===== src/rtl/multicycle_ctrl.sv =====
// Multicycle CPU control FSM: sequences fetch/decode/execute for lw, sw, addu, ori, lui, j.
// Latency: Moore outputs from the state register; lw 5, sw 4, addu/ori/lui 4, j 3 cycles with no wait states.
// Stalls: FETCH, MEMRD and MEMWR hold until mem_ready; illegal encodings park in HALT until reset.
//
// Ports:
//   clk, reset          clock, asynchronous active-high reset
//   opcode, funct       IR fields instr[31:26] and instr[5:0]
//   mem_ready           memory completes the pending access this cycle
//   mem_req/mem_we/iord memory request, write strobe, address select (0=PC, 1=ALUOut)
//   ir_write/pc_write   IR load, PC load
//   reg_write/reg_dst/mem_to_reg  register file write controls
//   alu_src_a/alu_src_b/aluop     ALU operand and operation selects
//   pc_src              next-PC select (00=ALU, 10=jump target)
//   state/halted/instr_count      debug state code, trap flag, retired-instruction count
module multicycle_ctrl (
  input  logic        clk,
  input  logic        reset,
  input  logic [5:0]  opcode,
  input  logic [5:0]  funct,
  input  logic        mem_ready,
  output logic        mem_req,
  output logic        mem_we,
  output logic        iord,
  output logic        ir_write,
  output logic        pc_write,
  output logic        reg_write,
  output logic        reg_dst,
  output logic        mem_to_reg,
  output logic        alu_src_a,
  output logic [1:0]  alu_src_b,
  output logic [2:0]  aluop,
  output logic [1:0]  pc_src,
  output logic [3:0]  state,
  output logic        halted,
  output logic [31:0] instr_count
);

  localparam logic [5:0] OP_RTYPE = 6'b000000;
  localparam logic [5:0] OP_LW    = 6'b100011;
  localparam logic [5:0] OP_SW    = 6'b101011;
  localparam logic [5:0] OP_ORI   = 6'b001101;
  localparam logic [5:0] OP_LUI   = 6'b001111;
  localparam logic [5:0] OP_J     = 6'b000010;
  localparam logic [5:0] FN_ADDU  = 6'b100001;

  localparam logic [2:0] ALU_ADD = 3'b010;
  localparam logic [2:0] ALU_ORI = 3'b001;
  localparam logic [2:0] ALU_LUI = 3'b000;

  localparam logic [1:0] SRCB_REG  = 2'b00;
  localparam logic [1:0] SRCB_FOUR = 2'b01;
  localparam logic [1:0] SRCB_SEXT = 2'b10;
  localparam logic [1:0] SRCB_ZEXT = 2'b11;

  localparam logic [1:0] PCSRC_JUMP = 2'b10;

  typedef enum logic [3:0] {
    S_FETCH  = 4'd0,
    S_DECODE = 4'd1,
    S_MEMADR = 4'd2,
    S_MEMRD  = 4'd3,
    S_MEMWB  = 4'd4,
    S_MEMWR  = 4'd5,
    S_RTEXE  = 4'd6,
    S_RTWB   = 4'd7,
    S_ORIEXE = 4'd8,
    S_LUIEXE = 4'd9,
    S_IMMWB  = 4'd10,
    S_JUMP   = 4'd11,
    S_HALT   = 4'd12
  } state_t;

  state_t cur_state;
  state_t nxt_state;
  logic   retire;     // high on the cycle whose edge completes an instruction

  always_ff @(posedge clk or posedge reset) begin
    if (reset) begin
      cur_state <= S_FETCH;
    end else begin
      cur_state <= nxt_state;
    end
  end

  // Natural 32-bit wrap; HALT never raises retire so the count freezes there.
  always_ff @(posedge clk or posedge reset) begin
    if (reset) begin
      instr_count <= 32'd0;
    end else if (retire) begin
      instr_count <= instr_count + 32'd1;
    end
  end

  always_comb begin
    nxt_state  = cur_state;
    retire     = 1'b0;
    mem_req    = 1'b0;
    mem_we     = 1'b0;
    iord       = 1'b0;
    ir_write   = 1'b0;
    pc_write   = 1'b0;
    reg_write  = 1'b0;
    reg_dst    = 1'b0;
    mem_to_reg = 1'b0;
    alu_src_a  = 1'b0;
    alu_src_b  = SRCB_REG;
    aluop      = 3'b000;
    pc_src     = 2'b00;
    halted     = 1'b0;

    case (cur_state)
      S_FETCH: begin
        // PC+4 is computed every FETCH cycle but only committed with the IR on mem_ready.
        mem_req   = 1'b1;
        alu_src_b = SRCB_FOUR;
        aluop     = ALU_ADD;
        ir_write  = mem_ready;
        pc_write  = mem_ready;
        if (mem_ready) nxt_state = S_DECODE;
      end
      S_DECODE: begin
        case (opcode)
          OP_LW, OP_SW: nxt_state = S_MEMADR;
          OP_RTYPE:     nxt_state = (funct == FN_ADDU) ? S_RTEXE : S_HALT;
          OP_ORI:       nxt_state = S_ORIEXE;
          OP_LUI:       nxt_state = S_LUIEXE;
          OP_J:         nxt_state = S_JUMP;
          default:      nxt_state = S_HALT;
        endcase
      end
      S_MEMADR: begin
        alu_src_a = 1'b1;
        alu_src_b = SRCB_SEXT;
        aluop     = ALU_ADD;
        nxt_state = (opcode == OP_SW) ? S_MEMWR : S_MEMRD;
      end
      S_MEMRD: begin
        mem_req = 1'b1;
        iord    = 1'b1;
        if (mem_ready) nxt_state = S_MEMWB;
      end
      S_MEMWB: begin
        reg_write  = 1'b1;
        mem_to_reg = 1'b1;
        retire     = 1'b1;
        nxt_state  = S_FETCH;
      end
      S_MEMWR: begin
        mem_req = 1'b1;
        mem_we  = 1'b1;
        iord    = 1'b1;
        if (mem_ready) begin
          retire    = 1'b1;
          nxt_state = S_FETCH;
        end
      end
      S_RTEXE: begin
        alu_src_a = 1'b1;
        alu_src_b = SRCB_REG;
        aluop     = ALU_ADD;
        nxt_state = S_RTWB;
      end
      S_RTWB: begin
        reg_write = 1'b1;
        reg_dst   = 1'b1;
        retire    = 1'b1;
        nxt_state = S_FETCH;
      end
      S_ORIEXE: begin
        alu_src_a = 1'b1;
        alu_src_b = SRCB_ZEXT;
        aluop     = ALU_ORI;
        nxt_state = S_IMMWB;
      end
      S_LUIEXE: begin
        // LUI ignores operand A, so alu_src_a stays at its default.
        alu_src_b = SRCB_ZEXT;
        aluop     = ALU_LUI;
        nxt_state = S_IMMWB;
      end
      S_IMMWB: begin
        reg_write = 1'b1;
        retire    = 1'b1;
        nxt_state = S_FETCH;
      end
      S_JUMP: begin
        pc_write  = 1'b1;
        pc_src    = PCSRC_JUMP;
        retire    = 1'b1;
        nxt_state = S_FETCH;
      end
      S_HALT: begin
        halted    = 1'b1;
        nxt_state = S_HALT;
      end
      default: begin
        // Unused codes 13..15 are unreachable; recover to a clean fetch.
        nxt_state = S_FETCH;
      end
    endcase
  end

  assign state = cur_state;

endmodule


===== config.mk =====
export PLATFORM = sky130hd
export DESIGN_NAME = multicycle_ctrl
export DESIGN_NICKNAME = d
export VERILOG_FILES = /design/src/rtl/multicycle_ctrl.sv
export SDC_FILE = /design/constraint.sdc
export NUM_CORES = 1
export LEC_CHECK = 0
export CORE_MARGIN = 4
export CORE_UTILIZATION = 43
export CTS_CLUSTER_SIZE = 28
export DETAILED_ROUTE_END_ITERATION = 8
export PLACE_DENSITY = 0.75
export SLEW_MARGIN = 25
export SYNTH_ARGS = -nofsm -noshare
export SYNTH_HDL_FRONTEND = slang
export SYNTH_SLANG_ARGS = --single-unit

===== constraint.sdc =====
create_clock -name clk -period 1.8 [get_ports clk]
set_input_delay 0.27 -clock clk [delete_from_list [all_inputs] [get_ports clk]]
set_output_delay 0.27 -clock clk [all_outputs]
set_load 0.03 [all_outputs]

# Yosys cells after proc, flatten, opt, wreduce, memory -nomap -nowiden
# Index checks and enable logic that the tools add are counted.
dict set report word_totals {
  register_bits 36
  input_bits 15
  out_inout_bits 53
  word_cells 57
}
dict set report op_classes {
  n_addsub 1
  eq_ne 21
  mux 22
  n_reduce_logical 11
}
# cell count
set op_table {}
lappend op_table {{$add A32 B1 Y32 const B} 1}
lappend op_table {{$pmux W4 S8} 1}
lappend op_table {{$eq A4 B4 Y1 const B} 5}
lappend op_table {{$pmux W4 S5} 1}
lappend op_table {{$eq A6 B6 Y1 const B} 3}
lappend op_table {{$eq A4 B3 Y1 const B} 4}
lappend op_table {{$mux W4} 4}
lappend op_table {{$eq A6 B4 Y1 const B} 2}
lappend op_table {{$reduce_or A3 Y1} 4}
lappend op_table {{$mux W1} 10}
lappend op_table {{$eq A4 B2 Y1 const B} 2}
lappend op_table {{$eq A6 B2 Y1 const B} 1}
lappend op_table {{$logic_not A6 Y1} 1}
lappend op_table {{$ne A2 B2 Y1 const B} 3}
lappend op_table {{$pmux W2 S3} 1}
lappend op_table {{$reduce_or A2 Y1} 3}
lappend op_table {{$eq A4 B1 Y1 const B} 1}
lappend op_table {{$logic_not A4 Y1} 1}
lappend op_table {{$pmux W1 S2} 2}
lappend op_table {{$pmux W2 S2} 1}
lappend op_table {{$reduce_or A4 Y1} 1}
lappend op_table {{$mux W3} 1}
lappend op_table {{$reduce_and A3 Y1} 1}
lappend op_table {{$mux W2} 1}

# Depth between registers and ports, before layout
dict set report depth {
  depth_word 4
  mapped_depth 7
  mapped_depth_nobuf 6
}

# Worst setup path after synthesis
# Ideal clock, no wire load.
dict set report synth_path {
  kind {register to output}
  start {register cur_state[1] (netlist: state[1])}
  end {output pc_write}
  t_arrival_ns 1.852
  required_ns 1.530
  path_slack_ns -0.322
  stages_incl_launch_ff 6
  path_buffers 2
  path_cell_list {dfrtp_1 > buf_2 > clkbuf_1 > nand2_1 > nor2_1 > or2_2}
}
dict set report synth_via {
  elab_chain_len 2
  word_cells_on_any_way 3
  classes_between {eq/ne: 1; mux: 1; reduce/logical: 1}
}
# item line_no
set synth_rtl {}
lappend synth_rtl {{from (decl)} 73} ;# state_t cur_state;
lappend synth_rtl {{from (signal assigned)} 81} ;# cur_state <= nxt_state;
lappend synth_rtl {{$eq A4 B4 Y1 or $logic_not A4 Y1 (tied branches)} 111} ;# case (cur_state)
lappend synth_rtl {{$pmux W1 S2 *} 111}
lappend synth_rtl {{to (decl)} 25} ;# output logic pc_write,
# Every way passes the cells marked *; elsewhere a longest branch is shown, timed or not.

# Worst setup path after layout
dict set report layout_path {
  start {register cur_state[1] (netlist: state[1])}
  end {output mem_req}
}
dict set report layout_via {
  elab_chain_len 3
  word_cells_on_any_way 5
  classes_between {eq/ne: 2; mux: 1; reduce/logical: 2}
}
# item line_no
set layout_rtl {}
lappend layout_rtl {{$eq A4 B3 Y1, or another cell as far along} 111}
lappend layout_rtl {{$reduce_or A3 Y1 (no line) *} --}
lappend layout_rtl {{$mux W1 *} 111}
lappend layout_rtl {{to (decl)} 21} ;# output logic mem_req,
# Marks and branches as above.

==> results.json <==
{
  "start_kind": "register",
  "vias": 2077,
  "area_growth_pct": 60.08,
  "n_antenna_cell": 0,
  "postRouteAntennaNets": 0,
  "antenna_found_initial": 0,
  "first_pass_iters": 4,
  "wirelength_mm": 5.858,
  "maxSlewViolCount": 0,
  "detail_route.iter0.violations": 75,
  "layout.nets": 358,
  "ys.flop_type": "dfrtp_1",
  "final_common_cell": "buf_4",
  "grt_max_degree": 37,
  "cts_max_path_buffers": 2,
  "arrival_ns": 1.50,
  "globalRouteOverflowTotal": 0,
  "tns_ns": 0,
  "cts.sinks": 36,
  "dp.cells": 399,
  "synth_edf_count": 0,
  "grt_setup_unrepaired": "yes",
  "outcome": "completed",
  "drive_gt1_share_pct": 31.20,
  "drc_errors": 0,
  "netlist_instances": 234,
  "insertion_delay_ns": 0.29,
  "ys_types": 47,
  "start_util_pct": 44.76,
  "boundaryPins": 68,
  "power_leakage_uw": 0.001518,
  "grt_usage_pct": 19.10,
  "power.density_nw_per_um2": 1308,
  "grt_pass1_vias": 2136,
  "end_kind": "output pin",
  "io_buffers": 65,
  "worstPathMaxFanout": 7,
  "ys_top_cells_by_area": "dfrtp_1 (42%), xor2_1 (8.6%), nor2_1 (6.2%)",
  "min_period_ns": 1.771,
  "cts_tree": "yes",
  "regToRegStartpoint": "state[1]$_DFFE_PP0P_",
  "path_clk_slew_ns": 0.07,
  "async_flop_share_pct": 100.0,
  "yosys_warnings": 0,
  "critPathSlowestCell": "dfrtp_2",
  "max_cap_violations": 0,
  "synth_top_area_share_pct": 42.33,
  "avgSynthCellArea_um2": 9.095,
  "place.gp.congestion": 0.8602,
  "finalHoldViolations": 0,
  "std_cell_rows": 25,
  "cts_inserted_buffers": 5,
  "crit_family": "flip-flops",
  "worst_ir_drop_vdd_uv": 720.4,
  "floorplan.die_area_um2": 6139,
  "crit_path_max_incr_delay_ns": 0.47,
  "core-area_um2": 4755,
  "fin_area_um2": 3407,
  "grt_first_pass_wirelength_mm": 9.646,
  "criticalPathCategory": "register to output pin",
  "fin_util_pct": 71.66,
  "fmax_mhz": 564.7,
  "synth-seq-cells": 36,
  "path_buf_inv": 3,
  "crit_start": "state[1]$_DFFE_PP0P_",
  "viasPerCell": 5.066,
  "final_cells": 410,
  "crit_chain": "buf_6, buf_12, nor3_2, a21oi_2, nor2_4, buf_6",
  "die_w_um": 78.35,
  "cpMostUsedCell": "buf_6",
  "synthesis.area_um2": 2128,
  "period_share_pct": 98.39,
  "clockRootBuffer": "clkbuf_8",
  "yosysSeqAreaShare_pct": 42.33,
  "dieHeight_um": 78.35,
  "dpl.hpwl_mm": 4.362,
  "hold_class": "primary input to async pin",
  "finalSetupViolCount": 0,
  "wl_per_cell_um": 14.29,
  "placed_cell_area_um2": 3131,
  "required_ns": 1.53,
  "synth_area_leader_cell": "dfrtp_1",
  "skew_ns": 0.007354,
  "cts_max_level": 2,
  "mostFrequentLayoutCells": "buf_4 (52), clkdlybuf4s50_1 (46), dfrtp_1 (34), nor2_1 (28)"
}
==> final timing paths <==
check / cells after the start / slack, ns / endpoint
worst max-delay path: 6 / 0.03 / mem_req
worst min-delay path: 3 / 0.38 / instr_count[8]$_DFFE_PP0P_
worst max register to register: 5 / 0.05 / instr_count[1]$_DFFE_PP0P_
worst min register to register: 1 / 0.49 / instr_count[31]$_DFFE_PP0P_
max in group asynchronous: 3 / 1.08 / state[1]$_DFFE_PP0P_
min in group clk: 1 / 0.49 / instr_count[31]$_DFFE_PP0P_
==> what timing repair did <==
action | CTS | global route
buffers inserted | 0 | 3
pin swaps | 0 | 5
setup endpoints to repair | 12 | 29
resized for setup | 10 | 30
hold buffers | 0 | 0
==> where the power goes <==
part,leakage (uW),switching (uW),internal (uW)
Clock,0.0000541,290,410
Combinational,0.00101,1530,1140
Sequential,0.000458,141,938
Total,0.00152,1970,2490
==> per-layer routing <==
metal	track usage [%]	wire [um]	vias up
met1	24.69	2635	1002
met4	4.545	68	0
met5	0	0	-
li1	-	-	1011
met3	4.243	265	9
met2	32.53	2889	55
==> cell families (layout without fill, tap and decap cells) <==
group / Yosys count / after routing / share of synthesized area [%]
simple gates: 118 / 118 / 29.63
flops: 36 / 36 / 42.33
xor+xnor: 32 / 32 / 13.17
compound gates: 26 / 26 / 9.230
buf+inv: 17 / 125 / 3.409
mux: 3 / 3 / 1.470
fa+ha+maj: 1 / 1 / 0.5878
other cells: 1 / 2 / 0.1762
==> cells in the mapped netlist, drive strengths merged (2+ instances only) <==
master	instances
nand2	22
o21bai	2
nand4	6
buf	3
o21ai	5
a211oi	2
nor4	5
inv	9
nand2b	5
xnor2	11
nor2b	5
or2	3
nor4b	5
mux2i	2
nor3	12
nor2	37
nand3	9
and3	3
clkbuf	5
and2	2
nor3b	2
a21oi	6
o2111ai	3
dfrtp	36
xor2	21
==> stage by stage <==
step	power, uW	setup WS [ns]	hold slack, ns
after floorplan	2501	-0.07255	0.4370
after global placement	3508	-0.1721	0.4770
after detailed placement	3545	-0.2284	0.4697
after CTS	4270	-0.03797	0.3998
after global routing	4713	-0.04152	0.4483
final	4455	0.02900	0.3815
==> cell type report <==
type | count | area [um2]
Clock buffer | 5 | 68.82
Inverter | 9 | 36.28
Sequential cell | 36 | 903.4
Timing Repair Buffer | 108 | 959.7
Fill cell | 359 | 1348
Tap cell | 67 | 83.83
Multi-Input combinational cell | 182 | 1313
Clock inverter | 3 | 42.54
==> state kept, by name, summed over array words and instances, names as in the netlist <==
signal / count
state: 4
instr_count: 32
==> worst reg2reg max path: stages, from the launching register on <==
cell	delay, ns
dfrtp_2	0.47
buf_6	0.16
o21ai_1	0.23
a21oi_4	0.14
nor2_4	0.28
mux2_2	0.37
Power figures use the tool's default switching activity.
